$ cat config.mk
export PLATFORM = sky130hd
export DESIGN_NAME = count_monitor_flat
export DESIGN_NICKNAME = d
export VERILOG_FILES = /design/src/rtl/count_monitor_if.sv /design/src/rtl/count_monitor.sv /design/src/flat_wrapper.sv
export SDC_FILE = /design/constraint.sdc
export NUM_CORES = 1
export LEC_CHECK = 0
export CAP_MARGIN = 20
export CORE_UTILIZATION = 59
export CTS_BUF_LIST = sky130_fd_sc_hd__clkbuf_4 sky130_fd_sc_hd__clkbuf_8
export DETAILED_ROUTE_END_ITERATION = 12
export PLACE_DENSITY = 0.87
export SLEW_MARGIN = 5
export SYNTH_ARGS = -nofsm -noshare
export SYNTH_HDL_FRONTEND = slang
export SYNTH_SLANG_ARGS = --single-unit
$ cat constraint.sdc
create_clock -name clk -period 4.5 [get_ports clk]
set_input_delay 1.35 -clock clk [delete_from_list [all_inputs] [get_ports clk]]
set_output_delay 1.35 -clock clk [all_outputs]
set_load 0.005 [all_outputs]
$ cat src/rtl/count_monitor_if.sv
// -----------------------------------------------------------------------------
// count_monitor_if
//
// Carries the pair of free-running count buses from the ALU to the monitor.
// The ALU drives both buses through the master modport. The checker reads
// them through the slave modport.
//
// Signals:
//   count_a  WIDTH  first counter value (alucount)
//   count_b  WIDTH  second counter value (alucount2)
// -----------------------------------------------------------------------------
interface count_if #(
  parameter int WIDTH = 8
);

  logic [WIDTH-1:0] count_a;
  logic [WIDTH-1:0] count_b;

  modport master (
    output count_a,
    output count_b
  );

  modport slave (
    input count_a,
    input count_b
  );

endinterface : count_if

$ cat src/rtl/count_monitor.sv
// -----------------------------------------------------------------------------
// count_monitor
//
// Checks the pair of free-running up-counters in the ALU. Every clock the
// monitor samples both count buses and tests two things:
//   - each bus has stepped by exactly +1, modulo 2^WIDTH
//   - the two buses are equal
// After LOCK_CYCLES consecutive good comparisons the monitor locks onto the
// streams. The first bad comparison while locked pulses the matching error
// flags, counts one error event and parks the monitor in FAULT until
// software clears the error.
//
// Ports:
//   clk           in   rising-edge clock
//   reset         in   synchronous, active-high reset
//   enable        in   monitor enable; low forces IDLE on the next edge
//   bus           in   count_if.slave, carries count_a / count_b
//   clear_err     in   clears err_sticky and err_count; leaves FAULT
//   locked        out  high while the monitor is in LOCKED
//   err_step_a    out  one-cycle pulse: count_a did not step by +1
//   err_step_b    out  one-cycle pulse: count_b did not step by +1
//   err_mismatch  out  one-cycle pulse: count_a != count_b
//   err_sticky    out  set by any error while locked, cleared by clear_err
//   err_count     out  number of error events, saturates at 255
//   wrap_count    out  count_a wraps seen while locked, modulo 256
//
// Every output is a register.
// -----------------------------------------------------------------------------
module count_monitor #(
  parameter int WIDTH       = 8,
  parameter int LOCK_CYCLES = 2   // legal range 1..15
) (
  input  logic        clk,
  input  logic        reset,
  input  logic        enable,
  count_if.slave      bus,
  input  logic        clear_err,
  output logic        locked,
  output logic        err_step_a,
  output logic        err_step_b,
  output logic        err_mismatch,
  output logic        err_sticky,
  output logic [7:0]  err_count,
  output logic [7:0]  wrap_count
);

  // ---------------------------------------------------------------------------
  // Constants and state
  // ---------------------------------------------------------------------------
  localparam logic [WIDTH-1:0] ONE      = WIDTH'(1);
  localparam logic [3:0]       LOCK_TGT = 4'(LOCK_CYCLES);

  typedef enum logic [1:0] {
    IDLE    = 2'd0,
    ACQUIRE = 2'd1,
    LOCKED  = 2'd2,
    FAULT   = 2'd3
  } state_t;

  state_t           state;
  logic [WIDTH-1:0] prev_a;
  logic [WIDTH-1:0] prev_b;
  logic [3:0]       good_cnt;

  // ---------------------------------------------------------------------------
  // Comparisons against the previous sample
  // ---------------------------------------------------------------------------
  // The +1 is kept at WIDTH bits, so the step 2^WIDTH-1 -> 0 counts as a good
  // step and not as an error.
  logic [WIDTH-1:0] exp_a;
  logic [WIDTH-1:0] exp_b;
  logic             step_ok_a;
  logic             step_ok_b;
  logic             eq_ok;
  logic             all_ok;
  logic             wrap_seen;
  logic [3:0]       good_inc;
  logic [7:0]       err_inc;

  assign exp_a     = prev_a + ONE;
  assign exp_b     = prev_b + ONE;
  assign step_ok_a = (bus.count_a == exp_a);
  assign step_ok_b = (bus.count_b == exp_b);
  assign eq_ok     = (bus.count_a == bus.count_b);
  assign all_ok    = step_ok_a & step_ok_b & eq_ok;

  // A wrap is a good step of count_a that lands on zero.
  assign wrap_seen = step_ok_a && (bus.count_a == '0);

  assign good_inc  = good_cnt + 4'd1;

  // The error counter saturates, so a long-running self-test never reads back
  // a small number after many faults.
  assign err_inc   = (err_count == 8'hFF) ? 8'hFF : err_count + 8'd1;

  // ---------------------------------------------------------------------------
  // Monitor state machine and registered outputs
  // ---------------------------------------------------------------------------
  // NOTE: every register in this block uses non-blocking assignments. All
  // right-hand sides therefore see the values from before the edge. When a
  // register is assigned more than once in one pass, the last assignment wins.
  // The clear-then-count ordering of err_count and err_sticky below depends on
  // that rule.
  always_ff @(posedge clk) begin
    if (reset) begin
      // NOTE: the sample history is reset together with the control state.
      // This makes the first comparison after reset well defined (against 0)
      // and not dependent on X.
      state        <= IDLE;
      prev_a       <= '0;
      prev_b       <= '0;
      good_cnt     <= 4'd0;
      locked       <= 1'b0;
      err_step_a   <= 1'b0;
      err_step_b   <= 1'b0;
      err_mismatch <= 1'b0;
      err_sticky   <= 1'b0;
      err_count    <= 8'd0;
      wrap_count   <= 8'd0;
    end else begin
      // The history loads in every state, so any state starts comparing
      // against a fresh sample.
      prev_a       <= bus.count_a;
      prev_b       <= bus.count_b;

      // The error flags are pulses. By default they are low.
      err_step_a   <= 1'b0;
      err_step_b   <= 1'b0;
      err_mismatch <= 1'b0;

      // A clear takes effect first. An error counted later in this same pass
      // overrides it, which leaves err_count = 1 and err_sticky = 1.
      if (clear_err) begin
        err_sticky <= 1'b0;
        err_count  <= 8'd0;
      end

      if (!enable) begin
        // Disable wins over every other transition. The error history and the
        // wrap history are kept for software to read.
        state    <= IDLE;
        good_cnt <= 4'd0;
        locked   <= 1'b0;
      end else begin
        unique case (state)
          IDLE: begin
            state    <= ACQUIRE;
            good_cnt <= 4'd0;
            locked   <= 1'b0;
          end

          ACQUIRE: begin
            // Errors are silent here. The streams are not trusted yet.
            if (all_ok) begin
              if (good_inc == LOCK_TGT) begin
                state    <= LOCKED;
                good_cnt <= 4'd0;
                locked   <= 1'b1;
              end else begin
                good_cnt <= good_inc;
              end
            end else begin
              good_cnt <= 4'd0;
            end
          end

          LOCKED: begin
            if (wrap_seen) begin
              wrap_count <= wrap_count + 8'd1;
            end
            if (!all_ok) begin
              err_step_a   <= !step_ok_a;
              err_step_b   <= !step_ok_b;
              err_mismatch <= !eq_ok;
              err_sticky   <= 1'b1;
              // One event counts once, however many flags fire. A clear on
              // the same edge makes this the first event.
              err_count    <= clear_err ? 8'd1 : err_inc;
              state        <= FAULT;
              locked       <= 1'b0;
            end
          end

          FAULT: begin
            // Stay here until software acknowledges the fault. Then start
            // acquiring again from zero.
            locked <= 1'b0;
            if (clear_err) begin
              state    <= ACQUIRE;
              good_cnt <= 4'd0;
            end
          end

          default: begin
            state    <= IDLE;
            good_cnt <= 4'd0;
            locked   <= 1'b0;
          end
        endcase
      end
    end
  end

endmodule : count_monitor

$ cat src/flat_wrapper.sv
// flat-port wrapper written by rule: the top's interface ports become plain ports
module count_monitor_flat 
#(
  parameter int WIDTH       = 8,
  parameter int LOCK_CYCLES = 2                       
)
  (clk, reset, enable, clear_err, locked, err_step_a, err_step_b, err_mismatch, err_sticky, err_count, wrap_count, bus_count_a, bus_count_b);
  count_if #(.WIDTH(WIDTH)) bus_i ();
  input  logic clk;
  input  logic reset;
  input  logic enable;
  input  logic clear_err;
  output logic locked;
  output logic err_step_a;
  output logic err_step_b;
  output logic err_mismatch;
  output logic err_sticky;
  output logic [7:0] err_count;
  output logic [7:0] wrap_count;
  input wire logic [$bits(bus_i.count_a)-1:0] bus_count_a;
  input wire logic [$bits(bus_i.count_b)-1:0] bus_count_b;
  assign bus_i.count_a = bus_count_a;
  assign bus_i.count_b = bus_count_b;
  count_monitor #(.WIDTH(WIDTH), .LOCK_CYCLES(LOCK_CYCLES)) u_core (.clk(clk), .reset(reset), .enable(enable), .bus(bus_i), .clear_err(clear_err), .locked(locked), .err_step_a(err_step_a), .err_step_b(err_step_b), .err_mismatch(err_mismatch), .err_sticky(err_sticky), .err_count(err_count), .wrap_count(wrap_count));
endmodule
Word-level counts from Yosys, hierarchy flattened
Cells that the tools add are included.
- flip-flop bits (word level): 43
- latch bits: 0
- RAM bits: 0
- bits in read-only memories: 0
- bits of input ports: 20
- output and inout port bits: 21
- logic and storage cells: 69
- memories: 0
- add/subtract/negate cells: 5
- $mul: 0
- div/mod/pow operators: 0
- $lt $le $gt $ge: 0
- eq/ne operators: 12
- shift operators: 0
- multiplexer cells: 23
- bitwise operators: 4
- reduce and logical (&&, ||, !) cells: 14
- operators by type and width (operator ; count):
    8-bit 2-to-1 mux ; 6
    8-bit by 1-bit adder with 8-bit output, second input constant ; 4
    8-bit equality test ; 3
    4-bit 2-to-1 mux ; 3
    4-bit case mux with 3 select lines ; 1
    8-bit equality test, second input constant ; 1
    8-bit logical NOT ; 1
    2-bit 2-to-1 mux ; 4
    2-bit case mux with 4 select lines ; 1
    1-bit 2-to-1 mux ; 7
    3-bit AND reduction ; 2
    4-bit by 1-bit adder with 4-bit output, second input constant ; 1
    2-bit equality test, second input constant ; 2
    4-bit by 2-bit equality test with 1-bit output, second input constant ; 1
    2-bit by 1-bit inequality test with 1-bit output, second input constant ; 2
    2-bit inequality test, second input constant ; 2
    4-bit AND reduction ; 1
    2-bit OR reduction ; 2
    4-bit OR reduction ; 1
    1-bit logical NOT ; 3
    1-bit case mux with 3 select lines ; 1
    3-bit nonzero test ; 1
    1-bit bitwise AND ; 2
    2-bit by 1-bit equality test with 1-bit output, second input constant ; 1
    other kinds (4) ; 5

Logic depth before layout (Yosys ltp)
- depth in word-level cells: 7
- mapped depth: 9
- mapped depth without buffers: 8

Worst setup path before layout
Ideal clock, no wire load.
- path kind: input -> register
- start point: input port bus_count_b[7]
- end point: register u_core.state[0]
- setup time: 0.119 ns
- arrival time: 3.191 ns
- data required time: 4.381 ns
- slack: 1.190 ns
- stages: 7
- path buffers: 0
- cells stage by stage: xnor2_1 and4b_1 o31ai_1 a311o_1 or4_1 a211o_1 mux2i_1
- longest elaborated chain between the ends: 5
- elaborated cells on any way between the ends: 7
- those cells by class: eq/ne: 4; bitwise: 2; reduce/logical: 1
- RTL lines (what ; line ; text):
    from (decl) ; flat_wrapper.sv:21 ; input wire logic [$bits(bus_i.count_b)-1:0] bus_count_b;
    8-bit equality test ; count_monitor.sv:83 ; assign step_ok_b = (bus.count_b == exp_b);
    1-bit bitwise AND ; count_monitor.sv:85 ; assign all_ok = step_ok_a & step_ok_b & eq_ok;
    1-bit bitwise AND (*) ; count_monitor.sv:85 ;
    2-bit inequality test (no source line) / 2-bit by 1-bit inequality test with 1-bit output (equally long branches) ; - ;
    4-bit AND reduction (no source line) (*) ; - ;
    to (signal assigned) ; count_monitor.sv:109 ; state <= IDLE;
    to (signal assigned) ; count_monitor.sv:141 ; state <= IDLE;
    to (signal assigned) ; count_monitor.sv:147 ; state <= ACQUIRE;
    to (decl) ; count_monitor.sv:60 ; state_t state;
Every way passes the cells marked *; elsewhere a longest branch is shown, timed or not.
A chain may end at the register's enable or synchronous reset.

Final worst setup path
- start point: input port bus_count_b[7]
- end point: register u_core.state[1]
Same word-level chain as after synthesis.

==> metrics.md <==
| Metric | Value |
|---|---|
| Status | `finished clean` |
| Commonest non-fill, non-tap cells in the layout | `sky130_fd_sc_hd__dfxtp_1, sky130_fd_sc_hd__clkdlybuf4s50_1, sky130_fd_sc_hd__xnor2_1, sky130_fd_sc_hd__nor2b_1, sky130_fd_sc_hd__nand2_1` |
| Asr flop ratio synth | `0%` |
| Crit path largest cell delay | `around 530 ps` |
| Net count after synthesis | `317` |
| Power density over the cells | `252 nW/um2` |
| TritonCTS clock tree | `done` |
| Boundary Pins | `~40` |
| Via count of the first global-routing pass | `around 2200` |
| Proportion of layout cells with a drive suffix above 1 | `under 10%` |
| Post-Route Setup TNS | `0 ps` |
| Yosys cell types | `47` |
| Hold-fix buffer count after cts | `0` |
| Maximum clock skew at final layout | `6.02 ps` |
| Total via count after detailed routing | `2298` |
| Met1 capacity usage during global routing | `about a third` |
| Final min period | `3760 ps` |
| Transition time at the pin with the least slew margin | `about 620 ps` |
| Most common library cell in the layout ignoring fill and taps | `sky130_fd_sc_hd__dfxtp_1` |
| Number of storage elements in the synthesis netlist | `43` |
| Port Buffers | `40` |
| Die Wd | `66.3 um` |
| H-tree depth | `2` |
| Synthesized instance count | `287` |
| Post-layout total power | `approximately 750 uW` |
| HPWL Detailed | `4200 um` |
| Master cell of the clock root buffer | `sky130_fd_sc_hd__clkbuf_8` |
| MaxCap Viol Count | `0` |
| Number of buffer and inverter stages on the critical path | `1` |
| Startpoint types | `input port` |
| Endpoints failing hold | `0` |
| Worst-case reg-to-reg path depth | `7` |
| Number of placed instances, taps included | `about 370` |
| Clock sink count | `43` |
| Critical path capture point | `u_core.state[1]` |
| Classification of the worst setup path | `in -> reg` |
| Synthesized cell area | `approximately 2400 um2` |
| Data arrival time of the critical path | `between 3000 and 4000 ps` |
| Count of TritonRoute iterations in the first routing pass | `4` |
| Maximum VDD drop | `0.205 mV` |
| Register-to-register setup slack | `1790 ps` |
| Layout Area Growth over Synthesis | `22.0%` |
| CP Depth | `8` |
| DR WL/cell | `about 16 um` |
| Number of DRC markers in iteration 0 | `roughly 230` |
| Register area share after synthesis | `a little over a third` |
| Unrepaired setup endpoints after global routing | `no` |
| Number of buffers created by CTS | `5` |
| Starting utilization of the core area | `between 60% and 70%` |
| Initial antenna violation count | `0` |
| CP endpoint kind | `flip-flop` |
| GR Overflow Total | `0` |
| Max Slew Vio Count | `0` |
| Required arrival time at the worst endpoint | `4720 ps` |
| # rows | `22` |
| Maximum count of clock buffers along a single path | `2` |
| Peak-usage layer in the global routing report | `met2` |
| Height of the chip | `66.3 um` |
| Met2 track demand over resource | `50.5%` |
| Worst path slowest cell | `sky130_fd_sc_hd__or4_1` |
| Cell family with the largest share of critical-path delay | `compound AO/OA/AOI/OAI gates` |
| Critical path startpoint | `bus_count_b[7]` |
| Type of the most critical hold path | `reg -> reg` |
| Antenna Cells | `0` |
| Global routing usage summed across all routing layers | `between 20% and 30%` |
| Post-Synthesis Mean Instance Area | `between 8 and 9 um2` |
| Total die area | `approximately 4400 um2` |
| Sequence of cells on the critical path | `clkdlybuf4s50_1 > xnor2_1 > nor4b_1 > o31ai_1 > a311o_1 > or4_1 > a211o_1 > mux2i_1` |
| Largest net degree at the start of global routing | `33` |
| Fin Hold WS | `between 400 and 500 ps` |
| Global-route wire length before repair | `9790 um` |
| Reg-to-reg endpoint | `u_core.state[1]` |
| Met3 GRT Util | `between 4 and 5%` |
| Total DRC errors in the routed layout | `0` |
| Max Freq | `266 MHz` |
| Core region area | `3800 um2` |
| Number of gates given a new drive strength after cts | `0` |
| Main flop type after synthesis | `sky130_fd_sc_hd__dfxtp_1` |
| Finished Layout Cells | `between 300 and 400` |
| Clock-pin slew reported for the worst setup and hold paths after clock tree synthesis | `80 ps` |
| Leakage | `around 0.0010 uW` |
| Number of enable flip-flop cells after synthesis | `0` |
| Final worst-path cycle share | `around 84%` |
| Final count of negative-setup-slack endpoints | `0` |
| Overall routed net length | `approximately 5900 um` |
| Reg-to-Reg Start | `u_core.prev_b[0]` |
| Post-layout nets | `358` |
| Headroom to the max-slew limit | `58.4%` |
| Clock latency at the later pin of the worst-skew pair | `about 300 ps` |
| Final ANT Viol Nets | `0` |
| Worst-path maximum fanout | `5` |
| Cell count of the worst hold path | `2` |
| Final weighted congestion of routability-driven global placement | `about 0.90` |
| Number of post-CTS setup repair buffers | `0` |
| Warnings from Yosys | `0` |
| Hold Path Origin | `u_core.err_sticky` |
| Detail-routed via count per cell | `~6.1` |
[Yosys cell counts, types with 2 or more instances]
cell type / instances / area share [%]
sky130_fd_sc_hd__xnor2_1: 23 / 8.3
sky130_fd_sc_hd__or4_1: 2 / 0.62
sky130_fd_sc_hd__nand2b_1: 5 / 1.3
sky130_fd_sc_hd__o21ai_0: 5 / 1.0
sky130_fd_sc_hd__ha_1: 10 / 5.1
sky130_fd_sc_hd__nand3_1: 17 / 3.5
sky130_fd_sc_hd__a31oi_1: 7 / 1.8
sky130_fd_sc_hd__o31ai_1: 3 / 0.92
sky130_fd_sc_hd__mux2i_1: 3 / 1.2
sky130_fd_sc_hd__nand2_1: 19 / 2.9
sky130_fd_sc_hd__a311oi_1: 2 / 0.72
sky130_fd_sc_hd__buf_1: 2 / 0.31
sky130_fd_sc_hd__nand4_1: 10 / 2.6
sky130_fd_sc_hd__or3_1: 2 / 0.51
sky130_fd_sc_hd__and2_1: 2 / 0.51
sky130_fd_sc_hd__xor2_1: 6 / 2.2
sky130_fd_sc_hd__and4_1: 2 / 0.72
sky130_fd_sc_hd__and3_1: 10 / 2.6
sky130_fd_sc_hd__a21oi_1: 12 / 2.5
sky130_fd_sc_hd__a31o_2: 2 / 0.72
sky130_fd_sc_hd__o21a_1: 2 / 0.62
sky130_fd_sc_hd__inv_1: 10 / 1.5
sky130_fd_sc_hd__nor4_1: 9 / 2.3
sky130_fd_sc_hd__and4b_1: 2 / 0.82
sky130_fd_sc_hd__nor2_1: 12 / 1.8
sky130_fd_sc_hd__nor3_1: 14 / 2.9
sky130_fd_sc_hd__clkbuf_1: 6 / 0.92
sky130_fd_sc_hd__or2_2: 2 / 0.51
sky130_fd_sc_hd__nor4b_1: 2 / 0.72
sky130_fd_sc_hd__nor2b_1: 21 / 5.4
sky130_fd_sc_hd__nor3b_1: 2 / 0.62
sky130_fd_sc_hd__nand4b_1: 2 / 0.72
sky130_fd_sc_hd__dfxtp_1: 43 / 35
sky130_fd_sc_hd__a211oi_1: 3 / 0.92
[metrics by stage]
step | worst slack [ps] | area, um2 | util, %
after floorplan | 1190 | 2440 | -
after global placement | 580 | 2880 | 75.9
after detailed placement | 501 | 2880 | 75.9
after CTS | 751 | 2970 | 78.3
after global routing | 572 | 2970 | 78.3
final | 742 | 2970 | 78.3
[area by class of cell]
class | count | area (um2)
clock buffer | 7 | 83.8
clock inverter | 1 | 5.00
fill | 283 | 826
inverter | 10 | 37.5
multi-input combinational | 225 | 1500
sequential | 43 | 861
tap | 48 | 60.1
timing repair buffer | 43 | 423
[layer usage]
| metal | routed length, um | up-vias | share of wire, % |
|---|---|---|---|
| li1 | - | 1129 | - |
| met1 | 2650 | 1084 | 45 |
| met2 | 2870 | 73 | 49 |
| met3 | 282 | 12 | 4.8 |
| met4 | 100 | 0 | 1.7 |
| met5 | 0 | - | 0 |
[cell families (layout without fill, tap and decap cells)]
| group | count (synthesis) | in the layout | share of synthesized area [%] |
|---|---|---|---|
| flip-flops | 43 | 43 | 35.3 |
| buffers and inverters | 19 | 61 | 2.98 |
| AO/OA/AOI/OAI | 46 | 46 | 13.0 |
| multiplexers | 4 | 4 | 1.69 |
| AND/OR/NAND/NOR | 136 | 136 | 31.4 |
| XOR/XNOR | 29 | 29 | 10.4 |
| adder cells (fa/ha/maj) | 10 | 10 | 5.14 |
[state kept, by name, indices dropped and copies added, names as in the netlist]
register and count:
u_core.err_count 8, u_core.prev_a 8, u_core.prev_b 8, u_core.wrap_count 8, u_core.good_cnt 4, u_core.state 2, u_core.err_mismatch 1, u_core.err_step_a 1
u_core.err_step_b 1, u_core.err_sticky 1, u_core.locked 1
[tightest hold or removal path, cell delays in order (launching register included)]
cell,delay (ps)
sky130_fd_sc_hd__dfxtp_1,320
sky130_fd_sc_hd__nand2b_1,70
sky130_fd_sc_hd__a21oi_1,60
[power by group]
group / switching [uW] / internal (uW) / total, uW
Combinational: 50.3 / 49.2 / 99.6
Sequential: 9.79 / 390 / 399
Clock: 130 / 121 / 251
Total: 190 / 560 / 750
[worst min-delay path by stage]
stage,endpoint
floorplan,u_core.good_cnt[1]
global placement,u_core.err_sticky
detailed placement,u_core.err_sticky
CTS,u_core.err_sticky
global route,u_core.err_sticky
finish,u_core.err_sticky
No activity file was read; power rests on OpenSTA's default activity.
